File: config.mk
export PLATFORM = sky130hd
export DESIGN_NAME = mem_arbiter_flat
export DESIGN_NICKNAME = d
export VERILOG_FILES = /design/src/rtl/mem_arbiter_pkg.sv /design/src/rtl/mem_arbiter_if.sv /design/src/rtl/mem_arbiter_stack_pointer.sv /design/src/rtl/mem_arbiter.sv /design/src/flat_wrapper.sv
export SDC_FILE = /design/constraint.sdc
export NUM_CORES = 1
export LEC_CHECK = 0
export BUFFER_PORTS_ARGS = -buffer_cell sky130_fd_sc_hd__buf_2
export CAP_MARGIN = 30
export CELL_PAD_IN_SITES_DETAIL_PLACEMENT = 1
export CELL_PAD_IN_SITES_GLOBAL_PLACEMENT = 1
export CORE_MARGIN = 3
export CORE_UTILIZATION = 29
export DETAILED_ROUTE_END_ITERATION = 7
export PLACE_DENSITY = 0.8
export SYNTH_ARGS = -nofsm -noshare
export SYNTH_HDL_FRONTEND = slang
export SYNTH_SLANG_ARGS = --single-unit
File: constraint.sdc
create_clock -name clk -period 1.95 [get_ports clk]
set_input_delay 0.39 -clock clk [delete_from_list [all_inputs] [get_ports clk]]
set_output_delay 0.39 -clock clk [all_outputs]
set_load 0.01 [all_outputs]
File: src/rtl/mem_arbiter_pkg.sv
// Shared types for the unified-memory arbiter: FSM states, access owner and
// decoded data-stage operation, plus the DM op priority decoder.
package proc_pkg;

  typedef enum logic [1:0] {
    ST_IDLE = 2'd0,
    ST_BUSY = 2'd1,
    ST_DONE = 2'd2
  } arb_state_t;

  typedef enum logic {
    OWN_IF = 1'b0,
    OWN_DM = 1'b1
  } arb_owner_t;

  typedef enum logic [2:0] {
    OP_NONE  = 3'd0,
    OP_READ  = 3'd1,
    OP_WRITE = 3'd2,
    OP_PUSH  = 3'd3,
    OP_POP   = 3'd4
  } dm_op_t;

  // Several strobes at once is illegal upstream; resolve push > pop > write > read.
  function automatic dm_op_t dm_op_decode(input logic rd, input logic wr,
                                          input logic push, input logic pop);
    if (push)      return OP_PUSH;
    else if (pop)  return OP_POP;
    else if (wr)   return OP_WRITE;
    else if (rd)   return OP_READ;
    else           return OP_NONE;
  endfunction

endpackage

File: src/rtl/mem_arbiter_if.sv
// Bundle of fetch, data-stage, memory-macro and stack-pointer signals around
// mem_arbiter. slave = arbiter view, master = requester/memory view.
interface mem_arbiter_if #(
  parameter int ADDR_W = 16,
  parameter int DATA_W = 16
);
  logic              if_req;
  logic [ADDR_W-1:0] if_addr;
  logic [DATA_W-1:0] if_rdata;
  logic              if_valid;
  logic              if_stall;

  logic              dm_read;
  logic              dm_write;
  logic              dm_push;
  logic              dm_pop;
  logic [ADDR_W-1:0] dm_addr;
  logic [DATA_W-1:0] dm_wdata;
  logic [DATA_W-1:0] dm_rdata;
  logic              dm_valid;
  logic              dm_stall;

  logic              mem_en;
  logic              mem_we;
  logic [ADDR_W-1:0] mem_addr;
  logic [DATA_W-1:0] mem_wdata;
  logic [DATA_W-1:0] mem_rdata;

  logic [ADDR_W-1:0] sp;

  modport slave (
    input  if_req, if_addr, dm_read, dm_write, dm_push, dm_pop, dm_addr, dm_wdata,
           mem_rdata,
    output if_rdata, if_valid, if_stall, dm_rdata, dm_valid, dm_stall,
           mem_en, mem_we, mem_addr, mem_wdata, sp
  );

  modport master (
    output if_req, if_addr, dm_read, dm_write, dm_push, dm_pop, dm_addr, dm_wdata,
           mem_rdata,
    input  if_rdata, if_valid, if_stall, dm_rdata, dm_valid, dm_stall,
           mem_en, mem_we, mem_addr, mem_wdata, sp
  );
endinterface

File: src/rtl/mem_arbiter_stack_pointer.sv
// Stack pointer register for push/pop; present only when MEM_ARB_STACK_EN is
// defined. Moves at the issue edge, wrapping modulo 2^ADDR_W.
`ifdef MEM_ARB_STACK_EN
module stack_pointer #(
  parameter int                ADDR_W  = 16,
  parameter logic [ADDR_W-1:0] SP_INIT = 16'hFFFF
) (
  input  logic              clk,
  input  logic              rst,
  input  logic              push,
  input  logic              pop,
  output logic [ADDR_W-1:0] sp
);

  logic [ADDR_W-1:0] sp_q, sp_d;

  always_comb begin
    sp_d = sp_q;
    if (push)     sp_d = sp_q - ADDR_W'(1);
    else if (pop) sp_d = sp_q + ADDR_W'(1);
  end

  always_ff @(posedge clk or negedge rst) begin
    if (!rst) sp_q <= SP_INIT;
    else      sp_q <= sp_d;
  end

  assign sp = sp_q;

endmodule
`endif

File: src/rtl/mem_arbiter.sv
// Single-port memory arbiter between fetch and data stages; IDLE/BUSY/DONE per
// access. Push/pop and the stack pointer exist only with MEM_ARB_STACK_EN.
module mem_arbiter
  import proc_pkg::*;
#(
  parameter int                ADDR_W  = 16,
  parameter int                DATA_W  = 16,
  parameter int                MEM_LAT = 1,
  parameter logic [ADDR_W-1:0] SP_INIT = 16'hFFFF
) (
  input logic          clk,
  input logic          rst,
  mem_arbiter_if.slave bus
);

  localparam int             CNT_W = $clog2(MEM_LAT + 1) + 1;
  localparam logic [CNT_W-1:0] LAT = CNT_W'(MEM_LAT);

  arb_state_t        state_q, state_d;
  arb_owner_t        owner_q, owner_d;
  dm_op_t            op_q, op_d;
  logic              last_dm_q, last_dm_d;
  logic [CNT_W-1:0]  cnt_q, cnt_d;
  logic [DATA_W-1:0] if_rdata_q, if_rdata_d, dm_rdata_q, dm_rdata_d;
  logic              if_valid_q, if_valid_d, dm_valid_q, dm_valid_d;

  logic              mem_en, mem_we;
  logic [ADDR_W-1:0] mem_addr;
  logic [DATA_W-1:0] mem_wdata;
  logic              push_req, pop_req, sp_push, sp_pop;
  logic [ADDR_W-1:0] sp;
  dm_op_t            dm_op;
  logic              dm_any, grant_dm, grant_if, issue, cnt_hit;

`ifdef MEM_ARB_STACK_EN
  assign push_req = bus.dm_push;
  assign pop_req  = bus.dm_pop;

  stack_pointer #(.ADDR_W(ADDR_W), .SP_INIT(SP_INIT)) u_sp (
    .clk  (clk),
    .rst  (rst),
    .push (sp_push),
    .pop  (sp_pop),
    .sp   (sp)
  );
`else
  logic unused_stack;
  assign unused_stack = bus.dm_push | bus.dm_pop | sp_push | sp_pop;
  assign push_req     = 1'b0;
  assign pop_req      = 1'b0;
  assign sp           = SP_INIT;
`endif

  assign dm_op    = dm_op_decode(bus.dm_read, bus.dm_write, push_req, pop_req);
  assign dm_any   = (dm_op != OP_NONE);
  // After a DM completion a waiting fetch goes first, so neither side starves.
  assign grant_dm = dm_any & ~(last_dm_q & bus.if_req);
  assign grant_if = bus.if_req & ~grant_dm;
  assign issue    = rst & (state_q == ST_IDLE) & (grant_dm | grant_if);
  assign cnt_hit  = (cnt_q + CNT_W'(1)) == LAT;

  always_ff @(posedge clk or negedge rst) begin
    if (!rst) state_q <= ST_IDLE;
    else      state_q <= state_d;
  end

  always_comb begin
    state_d = state_q;
    case (state_q)
      ST_IDLE: if (issue)   state_d = ST_BUSY;
      ST_BUSY: if (cnt_hit) state_d = ST_DONE;
      ST_DONE:              state_d = ST_IDLE;
      default:              state_d = ST_IDLE;
    endcase
  end

  always_comb begin
    mem_en     = 1'b0;
    mem_we     = 1'b0;
    mem_addr   = '0;
    mem_wdata  = '0;
    sp_push    = 1'b0;
    sp_pop     = 1'b0;
    owner_d    = owner_q;
    op_d       = op_q;
    cnt_d      = cnt_q;
    last_dm_d  = last_dm_q;
    if_rdata_d = if_rdata_q;
    dm_rdata_d = dm_rdata_q;
    if_valid_d = 1'b0;
    dm_valid_d = 1'b0;
    case (state_q)
      ST_IDLE: begin
        if (issue) begin
          mem_en = 1'b1;
          cnt_d  = '0;
          if (grant_dm) begin
            owner_d = OWN_DM;
            op_d    = dm_op;
            case (dm_op)
              OP_WRITE: begin
                mem_we    = 1'b1;
                mem_addr  = bus.dm_addr;
                mem_wdata = bus.dm_wdata;
              end
              OP_PUSH: begin
                mem_we    = 1'b1;
                mem_addr  = sp;
                mem_wdata = bus.dm_wdata;
                sp_push   = 1'b1;
              end
              OP_POP: begin
                mem_addr = sp + ADDR_W'(1);
                sp_pop   = 1'b1;
              end
              default: mem_addr = bus.dm_addr;
            endcase
          end else begin
            owner_d  = OWN_IF;
            op_d     = OP_NONE;
            mem_addr = bus.if_addr;
          end
        end
      end
      ST_BUSY: begin
        cnt_d = cnt_q + CNT_W'(1);
        if (cnt_hit) begin
          if (owner_q == OWN_IF) begin
            if_valid_d = 1'b1;
            if_rdata_d = bus.mem_rdata;
          end else begin
            dm_valid_d = 1'b1;
            if (op_q == OP_READ || op_q == OP_POP) dm_rdata_d = bus.mem_rdata;
          end
        end
      end
      ST_DONE: last_dm_d = (owner_q == OWN_DM);
      default: ;
    endcase
  end

  always_ff @(posedge clk or negedge rst) begin
    if (!rst) begin
      owner_q    <= OWN_IF;
      op_q       <= OP_NONE;
      last_dm_q  <= 1'b0;
      cnt_q      <= '0;
      if_rdata_q <= '0;
      dm_rdata_q <= '0;
      if_valid_q <= 1'b0;
      dm_valid_q <= 1'b0;
    end else begin
      owner_q    <= owner_d;
      op_q       <= op_d;
      last_dm_q  <= last_dm_d;
      cnt_q      <= cnt_d;
      if_rdata_q <= if_rdata_d;
      dm_rdata_q <= dm_rdata_d;
      if_valid_q <= if_valid_d;
      dm_valid_q <= dm_valid_d;
    end
  end

  assign bus.mem_en    = mem_en;
  assign bus.mem_we    = mem_we;
  assign bus.mem_addr  = mem_addr;
  assign bus.mem_wdata = mem_wdata;
  assign bus.if_rdata  = if_rdata_q;
  assign bus.if_valid  = if_valid_q;
  assign bus.if_stall  = bus.if_req & ~if_valid_q;
  assign bus.dm_rdata  = dm_rdata_q;
  assign bus.dm_valid  = dm_valid_q;
  assign bus.dm_stall  = dm_any & ~dm_valid_q;
  assign bus.sp        = sp;

endmodule

File: src/flat_wrapper.sv
// flat-port wrapper written by rule: the top's interface ports become plain ports
module mem_arbiter_flat import proc_pkg::*;
#(
  parameter int                ADDR_W  = 16,
  parameter int                DATA_W  = 16,
  parameter int                MEM_LAT = 1,
  parameter logic [ADDR_W-1:0] SP_INIT = 16'hFFFF
)
  (clk, rst, bus_if_req, bus_if_addr, bus_dm_read, bus_dm_write, bus_dm_push, bus_dm_pop, bus_dm_addr, bus_dm_wdata, bus_mem_rdata, bus_if_rdata, bus_if_valid, bus_if_stall, bus_dm_rdata, bus_dm_valid, bus_dm_stall, bus_mem_en, bus_mem_we, bus_mem_addr, bus_mem_wdata, bus_sp);
  mem_arbiter_if #(.ADDR_W(ADDR_W), .DATA_W(DATA_W)) bus_i ();
  input logic clk;
  input logic rst;
  input wire logic [$bits(bus_i.if_req)-1:0] bus_if_req;
  input wire logic [$bits(bus_i.if_addr)-1:0] bus_if_addr;
  input wire logic [$bits(bus_i.dm_read)-1:0] bus_dm_read;
  input wire logic [$bits(bus_i.dm_write)-1:0] bus_dm_write;
  input wire logic [$bits(bus_i.dm_push)-1:0] bus_dm_push;
  input wire logic [$bits(bus_i.dm_pop)-1:0] bus_dm_pop;
  input wire logic [$bits(bus_i.dm_addr)-1:0] bus_dm_addr;
  input wire logic [$bits(bus_i.dm_wdata)-1:0] bus_dm_wdata;
  input wire logic [$bits(bus_i.mem_rdata)-1:0] bus_mem_rdata;
  output wire logic [$bits(bus_i.if_rdata)-1:0] bus_if_rdata;
  output wire logic [$bits(bus_i.if_valid)-1:0] bus_if_valid;
  output wire logic [$bits(bus_i.if_stall)-1:0] bus_if_stall;
  output wire logic [$bits(bus_i.dm_rdata)-1:0] bus_dm_rdata;
  output wire logic [$bits(bus_i.dm_valid)-1:0] bus_dm_valid;
  output wire logic [$bits(bus_i.dm_stall)-1:0] bus_dm_stall;
  output wire logic [$bits(bus_i.mem_en)-1:0] bus_mem_en;
  output wire logic [$bits(bus_i.mem_we)-1:0] bus_mem_we;
  output wire logic [$bits(bus_i.mem_addr)-1:0] bus_mem_addr;
  output wire logic [$bits(bus_i.mem_wdata)-1:0] bus_mem_wdata;
  output wire logic [$bits(bus_i.sp)-1:0] bus_sp;
  assign bus_i.if_req = bus_if_req;
  assign bus_i.if_addr = bus_if_addr;
  assign bus_i.dm_read = bus_dm_read;
  assign bus_i.dm_write = bus_dm_write;
  assign bus_i.dm_push = bus_dm_push;
  assign bus_i.dm_pop = bus_dm_pop;
  assign bus_i.dm_addr = bus_dm_addr;
  assign bus_i.dm_wdata = bus_dm_wdata;
  assign bus_i.mem_rdata = bus_mem_rdata;
  assign bus_if_rdata = bus_i.if_rdata;
  assign bus_if_valid = bus_i.if_valid;
  assign bus_if_stall = bus_i.if_stall;
  assign bus_dm_rdata = bus_i.dm_rdata;
  assign bus_dm_valid = bus_i.dm_valid;
  assign bus_dm_stall = bus_i.dm_stall;
  assign bus_mem_en = bus_i.mem_en;
  assign bus_mem_we = bus_i.mem_we;
  assign bus_mem_addr = bus_i.mem_addr;
  assign bus_mem_wdata = bus_i.mem_wdata;
  assign bus_sp = bus_i.sp;
  mem_arbiter #(.ADDR_W(ADDR_W), .DATA_W(DATA_W), .MEM_LAT(MEM_LAT), .SP_INIT(SP_INIT)) u_core (.clk(clk), .rst(rst), .bus(bus_i));
endmodule
## After elaboration in Yosys (flattened, before gate mapping)

Cells that the tools add are included.

- Add/subtract/negate cells: 1
- Multiply operators: 0
- Div/mod/pow operators: 0
- Magnitude comparators: 0
- Equality and inequality tests: 10
- Shifts and indexed selects: 0
- Multiplexer cells: 29
- Bitwise gates (word level): 13
- Reduce and logical (&&, ||, !) cells: 10

Operator list:

| cell | number |
|---|---|
| 16-bit 2-to-1 mux | 7 |
| 16-bit case mux with 2 select lines | 1 |
| 1-bit 2-to-1 mux | 14 |
| 2-bit case mux with 2 select lines | 2 |
| 1-bit bitwise AND | 7 |
| 3-bit by 2-bit equality test with 1-bit output, second input constant | 2 |
| 3-bit equality test, second input constant | 2 |
| 2-bit 2-to-1 mux | 3 |
| 3-bit 2-to-1 mux | 2 |
| 2-bit AND reduction | 3 |
| 1-bit NOT | 5 |
| 2-bit by 1-bit equality test with 1-bit output, second input constant | 2 |
| 2-bit by 1-bit != test with 1-bit output, second input constant | 2 |
| 4-bit AND reduction | 1 |
| 3-bit by 1-bit equality test with 1-bit output, second input constant | 1 |
| 3-bit AND reduction | 1 |
| 3-bit nonzero test | 1 |
| 2-bit by 1-bit adder with 2-bit output, second input constant | 1 |
| 2-bit equality test, second input constant | 1 |
| 2-bit zero test | 1 |
| 2-bit nonzero test | 1 |
| 2-bit OR reduction | 1 |
| 1-bit logical OR | 1 |
| 1-bit bitwise OR | 1 |

- Flip-flop bits (word level): 43
- Bits in latches: 0
- Memory bits (writable): 0
- Memory bits (read-only): 0
- Input bits: 71
- Output and inout bits: 86
- Word-level logic and storage cells: 72
- Memories: 0

## Longest topological paths before layout

- Depth after elaboration: 10
- Mapped depth: 6
- Gate-level depth less buffers: 5

## Worst setup path after synthesis

Ideal clock, no wire load.

- Path kind: register -> output
- Start point: reg u_core.state_q[0]
- End point: out bus_mem_wdata[10]
- Data arrival time: 1499 ps
- Data required time: 1560 ps
- Setup slack: 61 ps
- Stages on the path, launching flop included: 5
- Buffers on the path: 1
- Path through: dfrtp_1 -> or3b_4 -> a211oi_4 -> buf_4 -> and2_1

- Cells in the longest elaborated chain, start to end: 5

Ends and longest elaborated chain:

| item | RTL line | RTL |
|---|---|---|
| start: declaration | mem_arbiter.sv:19 | `arb_state_t state_q, state_d;` |
| start signal: assignment | mem_arbiter.sv:64 | `else state_q <= state_d;` |
| 2-bit zero test (*) | mem_arbiter.sv:59, mem_arbiter.sv:92 |  |
| 1-bit bitwise AND (2 in a row) | mem_arbiter.sv:59 | `assign issue = rst & (state_q == ST_IDLE) & (grant_dm \| grant_if);` |
| 16-bit 2-to-1 mux | mem_arbiter.sv:94 | `if (issue) begin` |
| 16-bit 2-to-1 mux (*) | mem_arbiter.sv:92 | `case (state_q)` |
| end: declaration | flat_wrapper.sv:31 | `output wire logic [$bits(bus_i.mem_wdata)-1:0] bus_mem_wdata;` |

Every way passes the cells marked *; elsewhere a longest branch is shown, timed or not.

## Final worst setup path

- Start point: reg u_core.state_q[0]
- End point: out bus_mem_wdata[12]

Same word-level chain as after synthesis.

==> metrics.sh <==
CTS_HTREE_LEVELS=2
FLOW.AREA_GROWTH_FROM_SYNTHESIS_PCT=47.6
YS_SEQ_ELEMENTS=42
DR.FIRST_ITER.DRC_COUNT=67
CORE_MM2=0.00698
FINAL_COMMON_CELL='buf_2'
GRT_START_MAX_NET_PINS=43
SYNTH_WARN=0
CTSROOTBUFFERMASTER='clkbuf_8'
WORSTPATHMAXFANOUT=17
HOLDWS_PS=182
START_KIND='flop'
CRITICAL_PATH_REQUIRED_PS=1560
ARRIVAL_PS=1790
DPL_CELL_AREA_MM2=0.00298
SYN_AVG_CELL_AREA_UM2=11.0
NUM_VIAS=2013
GRT_OVERFLOW_TOTAL=0
MIN_PERIOD_PS=2180
HORIZONTAL_EXTENT_OF_THE_DIE_UM=92.1
WORST-PATH-BUF-INV=2
FP.DIEH_UM=92.1
SETUP_VIOLATIONS=34
RESULT_OF_THE_RUN='finished with violations'
FINAL.SETUP_SKEW_PS=13.1
FINAL-HOLD-VIOLATION-COUNT=0
RSZ0062_AT_GRT='true'
ROUTABILITYCONGESTION=0.701
SLEW_VIOL_FINAL=0
FAILED_CHECKS='setup timing'
FINALNONFILLERCELLS=447
CTS_TREE='built'
NUMBER_OF_NETS_WITH_ANTENNA_VIOLATIONS_AFTER_DETAILED_ROUTING=0
TOTALPOWERFINAL_W=0.00415
CRITICAL_PATH.SLOWEST_CELL='or3b_4'
FIN_CRIT_SH=1.12
POWER.LEAKAGE_nW=1.72
CLKSLEWWORSTSETUPHOLDPATHS_PS=90
BOUNDARYPINS=157
WIRE_LENGTH_OF_THE_FIRST_GLOBAL_ROUTING_PASS_UM=10300
FILL_CELLS=858
NUM_ANTENNA_CELLS=0
CLKSINKCOUNT=42
SYNTH_CELLS=196
MIN_PATH_TYPE='in -> async'
FMAX_GHz=0.458
CP_CELL_SEQUENCE='or3b_4 > a211oi_4 > buf_12 > and2_1 > buf_2'
GLOBAL_ROUTE_USAGE_OVER_ALL_LAYERS=0.150
AVERAGE_WIRE_LENGTH_PER_CELL_AFTER_DETAIL_ROUTING_UM=14.6
POWER_DENSITY_mW_PER_MM2=1310
CTS_MAX_PATH_BUFFERS=2
DPL.CELL_COUNT=434
CP_TOP_FAMILY='simple AND/OR/NAND/NOR gates'
PLACEMENTROWS=30
ROUTE.DETAILED.VIAS_PER_INST=4.50
GRT_PASS1_VIAS=2143
HOLD_BUFFERS=0
MOST-COMMON-LAYOUT-CELLS='buf_2 (137), dfrtp_1 (42), nand2_1 (34)'
FINAL_DESIGN_AREA_NO_FILL_MM2=0.00317
CLOCK_INSERTION_DELAY_WORST_SKEW_PS=300
YS_TYPES=28
VDD.IR_DROP.WORST_V=0.000537
NUMBER_OF_PORT_BUFFERS=138
CRIT_TYPE='reg -> out'
ANTENNA_FOUND_INITIAL=0
ROUTED_WL_UM=6510
CRIT_PATH_END_KIND='output port'
FINAL.SETUP.WORST_SLACK_PS=-235
SYNTH_AREA_MM2=0.00215
DRT_DRC_VIOLATIONS_LEFT=0
FINALNETCOUNT=422
DESIGN.DIE.AREA_MM2=0.00848
YOSYSSEQAREASHARE=0.489
WORST_RELATIVE_SLEW_SLACK=0.643
INITIAL_UTIL=0.308
PLACE_HPWL_UM=4950
DR.PASS1.ITERS=4
WORST_SLEW_PIN_SLEW_PS=535
MAXCAPVIOLATIONS=0
MAX_STAGE_DELAY_PS=450
POST_ROUTE_CELLS_DRIVE_ABOVE_1_SHARE=0.621
TRITONCTS.NUM_BUFFERS=5
==> through the flow <==
step                utilization  setup WS, ps  TNS (ps)
global route              0.454          -316     -8560
floorplan                     -          60.7         0
finish                    0.454          -235     -5960
detailed placement        0.427         -78.0     -1030
CTS                       0.447          -265     -7790
global placement          0.427         -23.5      -311
==> final timing paths <==
kind                       depth (start not counted)                     end  slack [ps]                    from
min in group clk                                   2  u_core.bus.if_rdata[9]         330        bus_mem_rdata[9]
setup reg to reg                                   4          u_core.op_q[0]         250       u_core.state_q[0]
setup / recovery                                   5       bus_mem_wdata[12]        -230       u_core.state_q[0]
hold / removal                                     2  u_core.bus.dm_rdata[2]         180                     rst
max in group asynchronous                          2  u_core.bus.if_rdata[1]        1390                     rst
hold reg to reg                                    1  u_core.bus.if_rdata[5]         510  u_core.bus.if_rdata[5]
==> logic make-up after synthesis <==
family	after synthesis	share of synthesized area
adder cells (fa/ha/maj)	1	0.00582
buffers and inverters	29	0.0874
multiplexers	33	0.173
other	1	0.00175
AO/OA/AOI/OAI	29	0.0868
flip-flops	42	0.489
AND/OR/NAND/NOR	61	0.156
==> where the power goes <==
group	switching, W	internal [W]	total [W]
combinational	0.00102	0.00103	0.00205
sequential	0.000230	0.00129	0.00152
clock	0.000320	0.000258	0.000578
==> synthesized netlist by cell type <==
| master | number | area share |
|---|---|---|
| and2_1 | 17 | 0.050 |
| nor3_1 | 1 | 0.0023 |
| o31ai_1 | 1 | 0.0035 |
| nand2b_4 | 1 | 0.0064 |
| o2bb2ai_1 | 1 | 0.0041 |
| o21ai_0 | 5 | 0.012 |
| a211oi_4 | 1 | 0.0093 |
| conb_1 | 1 | 0.0017 |
| or3b_4 | 1 | 0.0052 |
| o211ai_1 | 1 | 0.0035 |
| a2bb2oi_1 | 1 | 0.0041 |
| dfrtp_1 | 42 | 0.49 |
| buf_6 | 1 | 0.0052 |
| clkbuf_1 | 3 | 0.0052 |
| nor4_4 | 1 | 0.0099 |
| inv_1 | 6 | 0.010 |
| buf_4 | 19 | 0.066 |
| ha_1 | 1 | 0.0058 |
| mux2_2 | 33 | 0.17 |
| nand2b_1 | 1 | 0.0029 |
| a21o_1 | 1 | 0.0035 |
| or2_4 | 1 | 0.0041 |
| nor3b_4 | 1 | 0.0087 |
| nor2b_1 | 2 | 0.0058 |
| o41ai_2 | 1 | 0.0076 |
| nand2_1 | 34 | 0.059 |
| nor2_1 | 1 | 0.0017 |
| a21oi_1 | 17 | 0.040 |
==> what timing repair did <==
| action | in CTS | in global routing |
|---|---|---|
| setup buffers | 2 | 1 |
| gates resized for setup | 5 | 14 |
| gates cloned | 2 | 0 |
| pin swaps | 1 | 1 |
| setup endpoints to repair | 34 | 34 |
==> per-layer routing <==
layer / vias to the layer above / track usage / share of wire
met5: - / 0 / 0
met4: 0 / 0.0408 / 0.0089
met3: 8 / 0.0525 / 0.10
met2: 92 / 0.280 / 0.53
met1: 980 / 0.159 / 0.36
li1: 933 / - / -
==> flip-flops by register name, indices dropped and copies added (netlist names) <==
signal,flops
u_core.bus.dm_rdata,16
u_core.bus.dm_valid,1
u_core.bus.if_rdata,16
u_core.bus.if_valid,1
u_core.cnt_q,2
u_core.last_dm_q,1
u_core.op_q,2
u_core.owner_q,1
u_core.state_q,2
==> cell type report <==
| cell class | instances | area, µm² | share of cell area |
|---|---|---|---|
| Clock buffer | 5 | 68.8 | 0.0217 |
| Clock inverter | 3 | 25.0 | 0.00789 |
| Inverter | 6 | 22.5 | 0.00710 |
| Multi-Input combinational cell | 142 | 1040 | 0.327 |
| Sequential cell | 42 | 1050 | 0.331 |
| Tap cell | 96 | 120 | 0.0379 |
| Timing Repair Buffer | 153 | 847 | 0.267 |
==> worst register-to-register path, cell delays in order (launching register included) <==
cell	delay [ps]
dfrtp_1	390
or3b_4	450
or2_4	320
buf_4	170
o41ai_2	270
Power figures use the tool's default switching activity.
